## src/rtl/mult_sequencer_pkg.sv

```systemverilog
// mult_sequencer_pkg: shared adder command codes and sequencer state encoding.
package mult_sequencer_pkg;
    localparam logic [2:0] CMD_ADD = 3'd0;
    localparam logic [2:0] CMD_SUB = 3'd1;
    typedef enum logic [1:0] {
        IDLE = 2'd0,
        RUN  = 2'd1,
        DONE = 2'd2
    } seq_state_t;
endpackage

```

## src/rtl/mult_sequencer.sv

```systemverilog
// mult_sequencer: radix-2 shift-and-add unsigned multiplier driving an external shared adder.
module mult_sequencer
    import mult_sequencer_pkg::*;
#(
    parameter int WIDTH = 32
) (
    input  logic             clk,
    input  logic             reset,
    input  logic             start,
    input  logic [WIDTH-1:0] multiplicand,
    input  logic [WIDTH-1:0] multiplier,
    output logic             busy,
    output logic             done,
    output logic [WIDTH-1:0] product_hi,
    output logic [WIDTH-1:0] product_lo,
    output logic [WIDTH-1:0] add_opA,
    output logic [WIDTH-1:0] add_opB,
    output logic [2:0]       add_command,
    input  logic [WIDTH-1:0] add_ans,
    input  logic             add_carryout
);
    localparam int CW = (WIDTH > 1) ? $clog2(WIDTH) : 1;
    localparam logic [CW-1:0] LAST = CW'(WIDTH - 1);

    seq_state_t       r_state;
    logic [CW-1:0]    r_count;
    logic [WIDTH-1:0] r_m;
    logic [WIDTH-1:0] r_hi;
    logic [WIDTH-1:0] r_lo;

    always_ff @(posedge clk or posedge reset) begin
        if (reset) begin
            r_state <= IDLE;
            r_count <= '0;
            r_m     <= '0;
            r_hi    <= '0;
            r_lo    <= '0;
        end else begin
            case (r_state)
                IDLE: if (start) begin
                    r_m     <= multiplicand;
                    r_hi    <= '0;
                    r_lo    <= multiplier;
                    r_count <= '0;
                    r_state <= RUN;
                end
                RUN: begin
                    // carry re-enters as the new MSB so no product bit is lost
                    {r_hi, r_lo} <= {add_carryout, add_ans, r_lo[WIDTH-1:1]};
                    r_count      <= r_count + 1'b1;
                    if (r_count == LAST) r_state <= DONE;
                end
                DONE:    r_state <= IDLE;
                default: r_state <= IDLE;
            endcase
        end
    end

    assign busy        = (r_state == RUN);
    assign done        = (r_state == DONE);
    assign product_hi  = r_hi;
    assign product_lo  = r_lo;
    assign add_opA     = r_hi;
    assign add_opB     = (busy && r_lo[0]) ? r_m : '0;
    assign add_command = CMD_ADD;
endmodule

```

## config.mk

```make
export PLATFORM = sky130hd
export DESIGN_NAME = mult_sequencer
export DESIGN_NICKNAME = d
export VERILOG_FILES = /design/src/rtl/mult_sequencer_pkg.sv /design/src/rtl/mult_sequencer.sv
export SDC_FILE = /design/constraint.sdc
export NUM_CORES = 1
export LEC_CHECK = 0
export BUFFER_PORTS_ARGS = -buffer_cell sky130_fd_sc_hd__buf_4
export CORE_MARGIN = 1.5
export CORE_UTILIZATION = 46
export DETAILED_ROUTE_END_ITERATION = 10
export GPL_ROUTABILITY_DRIVEN = 0
export PLACE_DENSITY = 0.83
export SYNTH_ARGS = -nofsm -noshare
export SYNTH_HDL_FRONTEND = slang
export SYNTH_SLANG_ARGS = --single-unit
```

## constraint.sdc

```tcl
create_clock -name clk -period 4.9 [get_ports clk]
set_input_delay 0.98 -clock clk [delete_from_list [all_inputs] [get_ports clk]]
set_output_delay 0.98 -clock clk [all_outputs]
set_load 0.005 [all_outputs]
```

==> load_flow_metrics.sql, run 1 <==
INSERT INTO impl_metrics (metric_group, metric, value, unit) VALUES
('status', 'outcome', 'complete, no violations', ''),
('cells_and_area', 'final-seq-area', '2580', 'µm²'),
('power_and_ir_drop', 'switching_power', '1.13', 'mW'),
('clocking', 'tritoncts_clock_tree', 'done', ''),
('timing', 'worst_slew_margin_rel', '24.0', '%'),
('worst_hold_path', 'worst_hold_path.num_cells', '1', ''),
('floorplan', 'rows', '36', ''),
('worst_setup_path', 'worst_reg2reg_path_startpoint', 'r_state[1]', ''),
('detailed_routing', 'first_pass_iters', '4', ''),
('logic_synthesis', 'synth_warnings', '0', ''),
('clocking', 'tritoncts.num_buffers', '9', ''),
('detailed_routing', 'routed_via_density', '5.26', ''),
('grt', 'largest_net_degree_at_the_start_of_global_routing', '75', ''),
('grt', 'grt_usage', '20.5', '%'),
('cells_and_area', 'fill_cells', '746', ''),
('worst_setup_path', 'timing.critical_path.fanout_max', '57', ''),
('clocking', 'post_cts_buffers', '0', ''),
('flow_run', 'max_cap_viol_count', '0', ''),
('logic_synthesis', 'syn_area', '4550', 'µm²'),
('timing', 'fin_crit', '3.27', 'ns'),
('detailed_routing', 'drt-wirelength-per-cell', '16.1', 'µm'),
('cells_and_area', 'layout.nets', '668', ''),
('floorplan', 'die_area', '10500', 'µm²'),
('grt', 'grt-ovfl-total', '0', ''),
('cells_and_area', 'instances_no_fill', '703', ''),
('cells_and_area', 'layout.cell_area.non_filler', '6330', 'µm²'),
('placement', 'io_buffer_count', '229', ''),
('detailed_routing', 'first_iter_violations', '253', ''),
('timing', 'finalMaxSlewViolations', '0', ''),
('timing', 'hold_violations', '0', ''),
('power_and_ir_drop', 'reg_power_share', '42.3', '%'),
('detailed_routing', 'postRouteWirelength', '11.3', 'mm'),
('power_and_ir_drop', 'vdd.ir_drop.worst', '0.267', 'mV'),
('worst_setup_path', 'required', '3.92', 'ns'),
('floorplan', 'fp.coreArea', '9680', 'µm²'),
('cells_and_area', 'area_growth', '39.0', '%'),
('placement', 'hpwlAfterDp', '8.02', 'mm'),
('clocking', 'cts_max_level', '3', ''),
('logic_synthesis', 'yosysUniqueCellTypes', '26', ''),
('timing', 'tightest_slew', '1.14', 'ns'),
('logic_synthesis', 'ys_seq_area_share', '56.6', '%'),
('placement', 'placed_cells', '688', ''),
('cells_and_area', 'utilization', '65.3', '%'),
('clocking', 'cts-hold-fix-buffers', '0', ''),
('worst_setup_path', 'timing.critical_path.to_type', 'output port', ''),
('floorplan', 'top_level_ports', '233', ''),
('cells_and_area', 'layout_common_cells', 'sky130_fd_sc_hd__buf_4, sky130_fd_sc_hd__dfrtp_1, sky130_fd_sc_hd__a22o_1', ''),
('clocking', 'clock-sinks', '103', ''),
('timing', 'rsz_0062_raised_after_global_routing', 'no', ''),
('logic_synthesis', 'syn_avg_cell_area', '11.8', 'µm²'),
('worst_setup_path', 'setup.reg_to_reg.worst_slack', '2.60', 'ns'),
('power_and_ir_drop', 'swShare', '31.8', '%'),
('cells_and_area', 'most_common_cell_after_layout_fill_and_taps_aside', 'sky130_fd_sc_hd__buf_4', ''),
('grt', 'via_count_of_the_first_global_routing_pass', '3451', ''),
('grt', 'grt_antenna_before_repair', '0', ''),
('power_and_ir_drop', 'internal_power', '2.42', 'mW'),
('floorplan', 'die-height', '102', 'µm'),
('worst_setup_path', 'timing.setup.critical_path_class', 'reg2out', ''),
('power_and_ir_drop', 'power_density', '561', 'nW/µm²'),
('power_and_ir_drop', 'leakagePower', '3.25', 'nW'),
('worst_setup_path', 'worstRegToRegCells', '5', ''),
('clocking', 'later_pin_clock_latency_in_the_skew_report', '0.35', 'ns'),
('cells_and_area', 'multi_input_comb_area', '1570', 'µm²'),
('logic_synthesis', 'synth_seq_cells', '103', ''),
('cells_and_area', 'drive_gt1_share', '50.2', '%'),
('worst_setup_path', 'worstSetupStartpointType', 'flip-flop', ''),
('worst_hold_path', 'hold_path_end', 'r_count[3]', ''),
('floorplan', 'die-width', '102', 'µm'),
('timing', 'fmaxAchievable', '306', 'MHz'),
('timing', 'period_share', '66.6', '%'),
('clocking', 'ctsLongestPathBuffers', '2', '');
## power groups by stage
stage / logic (mW) / clock network, mW / registers (mW)
after global routing: 1.56 / 0.685 / 1.55
after global placement: 1.38 / 0 / 1.50
after detailed placement: 1.43 / 0 / 1.51
final: 1.41 / 0.636 / 1.50
after floorplan: 0.806 / 0 / 1.43
after CTS: 1.43 / 0.648 / 1.50
## how the worst max path moves through the flow
stage	startpoint	slack (ns)	end	cells past startpoint
after detailed placement	r_state[1]	2.00	add_opB[15]	4
after global placement	r_state[1]	2.13	add_opB[3]	4
after global routing	r_state[1]	1.48	add_opB[15]	4
after CTS	r_state[1]	1.61	add_opB[15]	4
after floorplan	reset	1.22	add_opA[0]	1
final	r_state[1]	1.63	add_opB[15]	4
## cell usage after synthesis, drive strengths merged
| cell | instances | area [µm²] |
|---|---|---|
| mux2 | 33 | 372 |
| clkbuf | 15 | 56.3 |
| o21bai | 1 | 11.3 |
| nand3b | 1 | 7.51 |
| ha | 2 | 25.0 |
| mux2i | 2 | 20.0 |
| a221o | 1 | 10.0 |
| and3 | 33 | 206 |
| buf | 52 | 372 |
| a21oi | 2 | 10.0 |
| nand2 | 32 | 120 |
| dfrtp | 103 | 2580 |
| inv | 1 | 3.75 |
| and2 | 1 | 6.26 |
| o21ai | 33 | 165 |
| nand2b | 2 | 12.5 |
| conb | 1 | 3.75 |
| nor2b | 3 | 18.8 |
| nor3b | 2 | 26.3 |
| a22o | 34 | 298 |
| a22oi | 30 | 225 |
| nand4 | 1 | 6.26 |
## area by class of cell
| cell class | count | area share (%) |
|---|---|---|
| multi-input combinational | 216 | 24.8 |
| timing repair buffer | 235 | 27.9 |
| tap | 133 | 2.63 |
| inverter | 1 | 0.0989 |
| clock buffer | 10 | 2.18 |
| sequential | 103 | 40.7 |
| clock inverter | 5 | 1.68 |
## per-stage QoR
step / worst slack, ns / hold WS (ns) / power (mW)
6_report: 1.63 / 0.487 / 3.55
5_1_grt: 1.48 / 0.512 / 3.79
4_1_cts: 1.61 / 0.488 / 3.58
3_5_place_dp: 2.00 / 0.473 / 2.94
3_3_place_gp: 2.13 / 0.464 / 2.88
2_1_floorplan: 1.22 / 0.438 / 2.24
## kinds of logic after synthesis
family                   count (synthesis)  share of synthesized area, %
AO/OA/AOI/OAI                          101                          15.8
adder cells (fa/ha/maj)                  2                         0.550
buffers and inverters                   68                          9.48
flip-flops                             103                          56.6
multiplexers                            35                          8.60
other                                    1                        0.0824
AND/OR/NAND/NOR                         75                          8.88
## state kept, by name (all words and copies together) (netlist names)
name        cells
add_opA        32
product_lo     32
r_count         5
r_m            32
r_state         2
## routing by layer
layer  GRT usage, %  routed length (µm)  vias up
li1               -                   -     1699
met1           26.3                4580     1808
met2           34.8                5710      174
met3           4.34                 780       20
met4           6.85                 251        0
met5              0                   0        -
## critical path, stage by stage (launching register included)
cell and delay (ns):
sky130_fd_sc_hd__dfrtp_1 0.37, sky130_fd_sc_hd__buf_4 0.24, sky130_fd_sc_hd__nor2b_4 0.89, sky130_fd_sc_hd__and3_1 0.30, sky130_fd_sc_hd__buf_4 0.12
Power figures use the tool's default switching activity.
==> run 2, diff against run 1 <==
==> constraint.sdc (replaced) <==
create_clock -name clk -period 3.2 [get_ports clk]
set_input_delay 0.64 -clock clk [delete_from_list [all_inputs] [get_ports clk]]
set_output_delay 0.64 -clock clk [all_outputs]
set_load 0.005 [all_outputs]
==> run 2 against run 1 <==
Effect of this change: core utilization rose by 0.17 points; via count fell by 0.68%; die area did not move; first-iteration DRC count fell by 25%; worst hold slack got worse by 0.080 ns; cell count rose by 0.57%; sequential power rose by 52%; clock power rose by 43%; register-to-register slack got worse by 1.5 ns; non-clock buffer count rose by 3; critical endpoint is now add_opB[6].
==> load_flow_metrics.sql, run 2 (same netlist as run 1, synthesis figures left out) <==
INSERT INTO impl_metrics (metric_group, metric, value, unit) VALUES
('status', 'outcome', 'complete, no violations', ''),
('cells_and_area', 'drive_gt1_share', '50.2', '%'),
('timing', 'hold_violations', '0', ''),
('detailed_routing', 'first_pass_iters', '4', ''),
('floorplan', 'fp.coreArea', '9680', 'µm²'),
('floorplan', 'rows', '36', ''),
('worst_setup_path', 'required', '2.56', 'ns'),
('timing', 'fin_worst_hold_slack', '0.408', 'ns'),
('timing', 'tightest_slew', '0.914', 'ns'),
('grt', 'grt_antenna_before_repair', '0', ''),
('detailed_routing', 'postRouteWirelength', '11.6', 'mm'),
('grt', 'grt-ovfl-total', '0', ''),
('worst_setup_path', 'worstSetupStartpointType', 'flip-flop', ''),
('timing', 'fin_worst_skew', '0.0123', 'ns'),
('clocking', 'later_pin_clock_latency_in_the_skew_report', '0.35', 'ns'),
('grt', 'highest_utilization_routing_layer_at_the_global_route_stage', 'met2', ''),
('worst_setup_path', 'timing.critical_path.fanout_max', '38', ''),
('cells_and_area', 'antennaDiodeCount', '0', ''),
('cells_and_area', 'most_common_cell_after_layout_fill_and_taps_aside', 'sky130_fd_sc_hd__buf_4', ''),
('grt', 'grt_use_met2', '35.7', '%'),
('power_and_ir_drop', 'total_power_consumption_of_the_routed_design', '5.39', 'mW'),
('floorplan', 'die-width', '102', 'µm'),
('placement', 'io_buffer_count', '229', ''),
('worst_setup_path', 'cp_cell_sequence', 'nor2b_4, and3_1, buf_4', ''),
('timing', 'rsz_0062_raised_after_global_routing', 'no', ''),
('timing', 'fin_crit', '2.48', 'ns'),
('detailed_routing', 'drt-wirelength-per-cell', '16.4', 'µm'),
('cells_and_area', 'multi_input_comb_area', '1570', 'µm²'),
('cells_and_area', 'layout_common_cells', 'sky130_fd_sc_hd__buf_4, sky130_fd_sc_hd__dfrtp_1, sky130_fd_sc_hd__a22o_1', ''),
('power_and_ir_drop', 'vdd.ir_drop.worst', '0.450', 'mV'),
('flow_run', 'max_cap_viol_count', '0', ''),
('worst_setup_path', 'critPathTopFamily', 'simple AND/OR/NAND/NOR gates', ''),
('timing', 'setup-violations-final', '0', ''),
('worst_setup_path', 'critPathMaxStageDelay', '0.70', 'ns'),
('clocking', 'post_cts_buffers', '0', ''),
('cells_and_area', 'fill_cells', '738', ''),
('worst_setup_path', 'critical_path_buf_inv_count', '1', ''),
('timing', 'finalMaxSlewViolations', '0', ''),
('detailed_routing', 'vias_after_detailed_routing', '3676', ''),
('cells_and_area', 'area_growth', '39.3', '%'),
('grt', 'grt_usage', '21.3', '%'),
('power_and_ir_drop', 'leakagePower', '3.25', 'nW'),
('power_and_ir_drop', 'power_density', '849', 'nW/µm²'),
('clocking', 'cts.clk_slew.worst_paths', '0.10', 'ns'),
('timing', 'totalNegativeSetupSlack', '0', 'ns'),
('floorplan', 'top_level_ports', '233', ''),
('detailed_routing', 'drc', '0', ''),
('worst_setup_path', 'crit_slowest_cell', 'sky130_fd_sc_hd__nor2b_4', ''),
('grt', 'met3_usage', '4.81', '%'),
('clocking', 'post_cts_resized', '0', ''),
('worst_setup_path', 'timing.critical_path.arrival', '1.84', 'ns'),
('clocking', 'cts_max_level', '3', ''),
('detailed_routing', 'routed_antenna_nets', '0', ''),
('timing', 'period_share', '77.6', '%'),
('clocking', 'ctsLongestPathBuffers', '2', ''),
('worst_hold_path', 'min-delay-path-class', 'in2async', ''),
('clocking', 'root_buffer', 'sky130_fd_sc_hd__clkbuf_8', ''),
('grt', 'met1_layer_usage_reported_by_global_route', '26.3', '%'),
('clocking', 'cts-hold-fix-buffers', '0', ''),
('worst_setup_path', 'timing.critical_path.to_type', 'output port', ''),
('detailed_routing', 'routed_via_density', '5.20', ''),
('clocking', 'clock-sinks', '103', ''),
('grt', 'via_count_of_the_first_global_routing_pass', '3528', ''),
('grt', 'grt_first_pass_wirelength', '17.4', 'mm'),
('floorplan', 'die_area', '10500', 'µm²'),
('cells_and_area', 'utilization', '65.5', '%'),
('floorplan', 'start_util', '47.0', '%'),
('cells_and_area', 'layout.nets', '671', ''),
('timing', 'worst_slew_margin_rel', '39.0', '%'),
('timing', 'fmaxAchievable', '403', 'MHz'),
('clocking', 'tritoncts.num_buffers', '9', ''),
('grt', 'largest_net_degree_at_the_start_of_global_routing', '69', ''),
('worst_setup_path', 'timing.setup.critical_path_class', 'reg2out', ''),
('clocking', 'tritoncts_clock_tree', 'done', ''),
('cells_and_area', 'final-seq-area', '2580', 'µm²'),
('floorplan', 'die-height', '102', 'µm'),
('detailed_routing', 'first_iter_violations', '190', ''),
('placement', 'hpwlAfterDp', '8.13', 'mm');
[run 2: worst reg2reg max path, delay by kind of cell (launching register included)]
| family | cells | cell delay [ns] |
|---|---|---|
| simple gates | 1 | 0.12 |
| flops | 1 | 0.42 |
| buf+inv | 2 | 0.78 |
| compound gates | 2 | 0.73 |
[run 2: power breakdown]
group	switching [mW]	internal (mW)
registers	0.432	1.85
logic	0.863	1.33
clock network	0.424	0.484
[run 2: final cells by class]
type / count / area share, %
well taps: 133 / 2.62
inverters: 1 / 0.118
clock buffers: 13 / 2.50
multi-input cells: 216 / 24.7
clock inverters: 3 / 1.03
flip-flops and latches: 103 / 40.6
repair buffers: 238 / 28.4
[run 2: worst paths after layout]
path / startpoint / slack [ns] / depth (start not counted) / end
min in group clk: r_count[3] / 0.48 / 1 / r_count[3]
max in group asynchronous: reset / 1.98 / 3 / r_m[21]
worst max-delay path: r_state[0] / 0.72 / 3 / add_opB[6]
worst min-delay path: reset / 0.41 / 2 / add_opA[18]
worst min register to register: r_count[3] / 0.48 / 1 / r_count[3]
worst max register to register: r_state[0] / 1.06 / 5 / product_lo[7]
[run 2: metrics by stage]
stage | worst slack [ns] | cell area [µm²] | instances
3_5_place_dp | 1.06 | 6120 | 691
2_1_floorplan | 1.33 | 4560 | 387
3_3_place_gp | 1.11 | 6120 | 691
6_report | 0.718 | 6340 | 707
4_1_cts | 0.675 | 6340 | 707
5_1_grt | 0.586 | 6340 | 707
[run 2: routing by layer]
metal	wire length, µm	up-vias	part of all wire, %
met5	0	-	0
met2	5720	172	49
li1	-	1709	-
met4	291	0	2.5
met1	4700	1772	41
met3	859	23	7.4
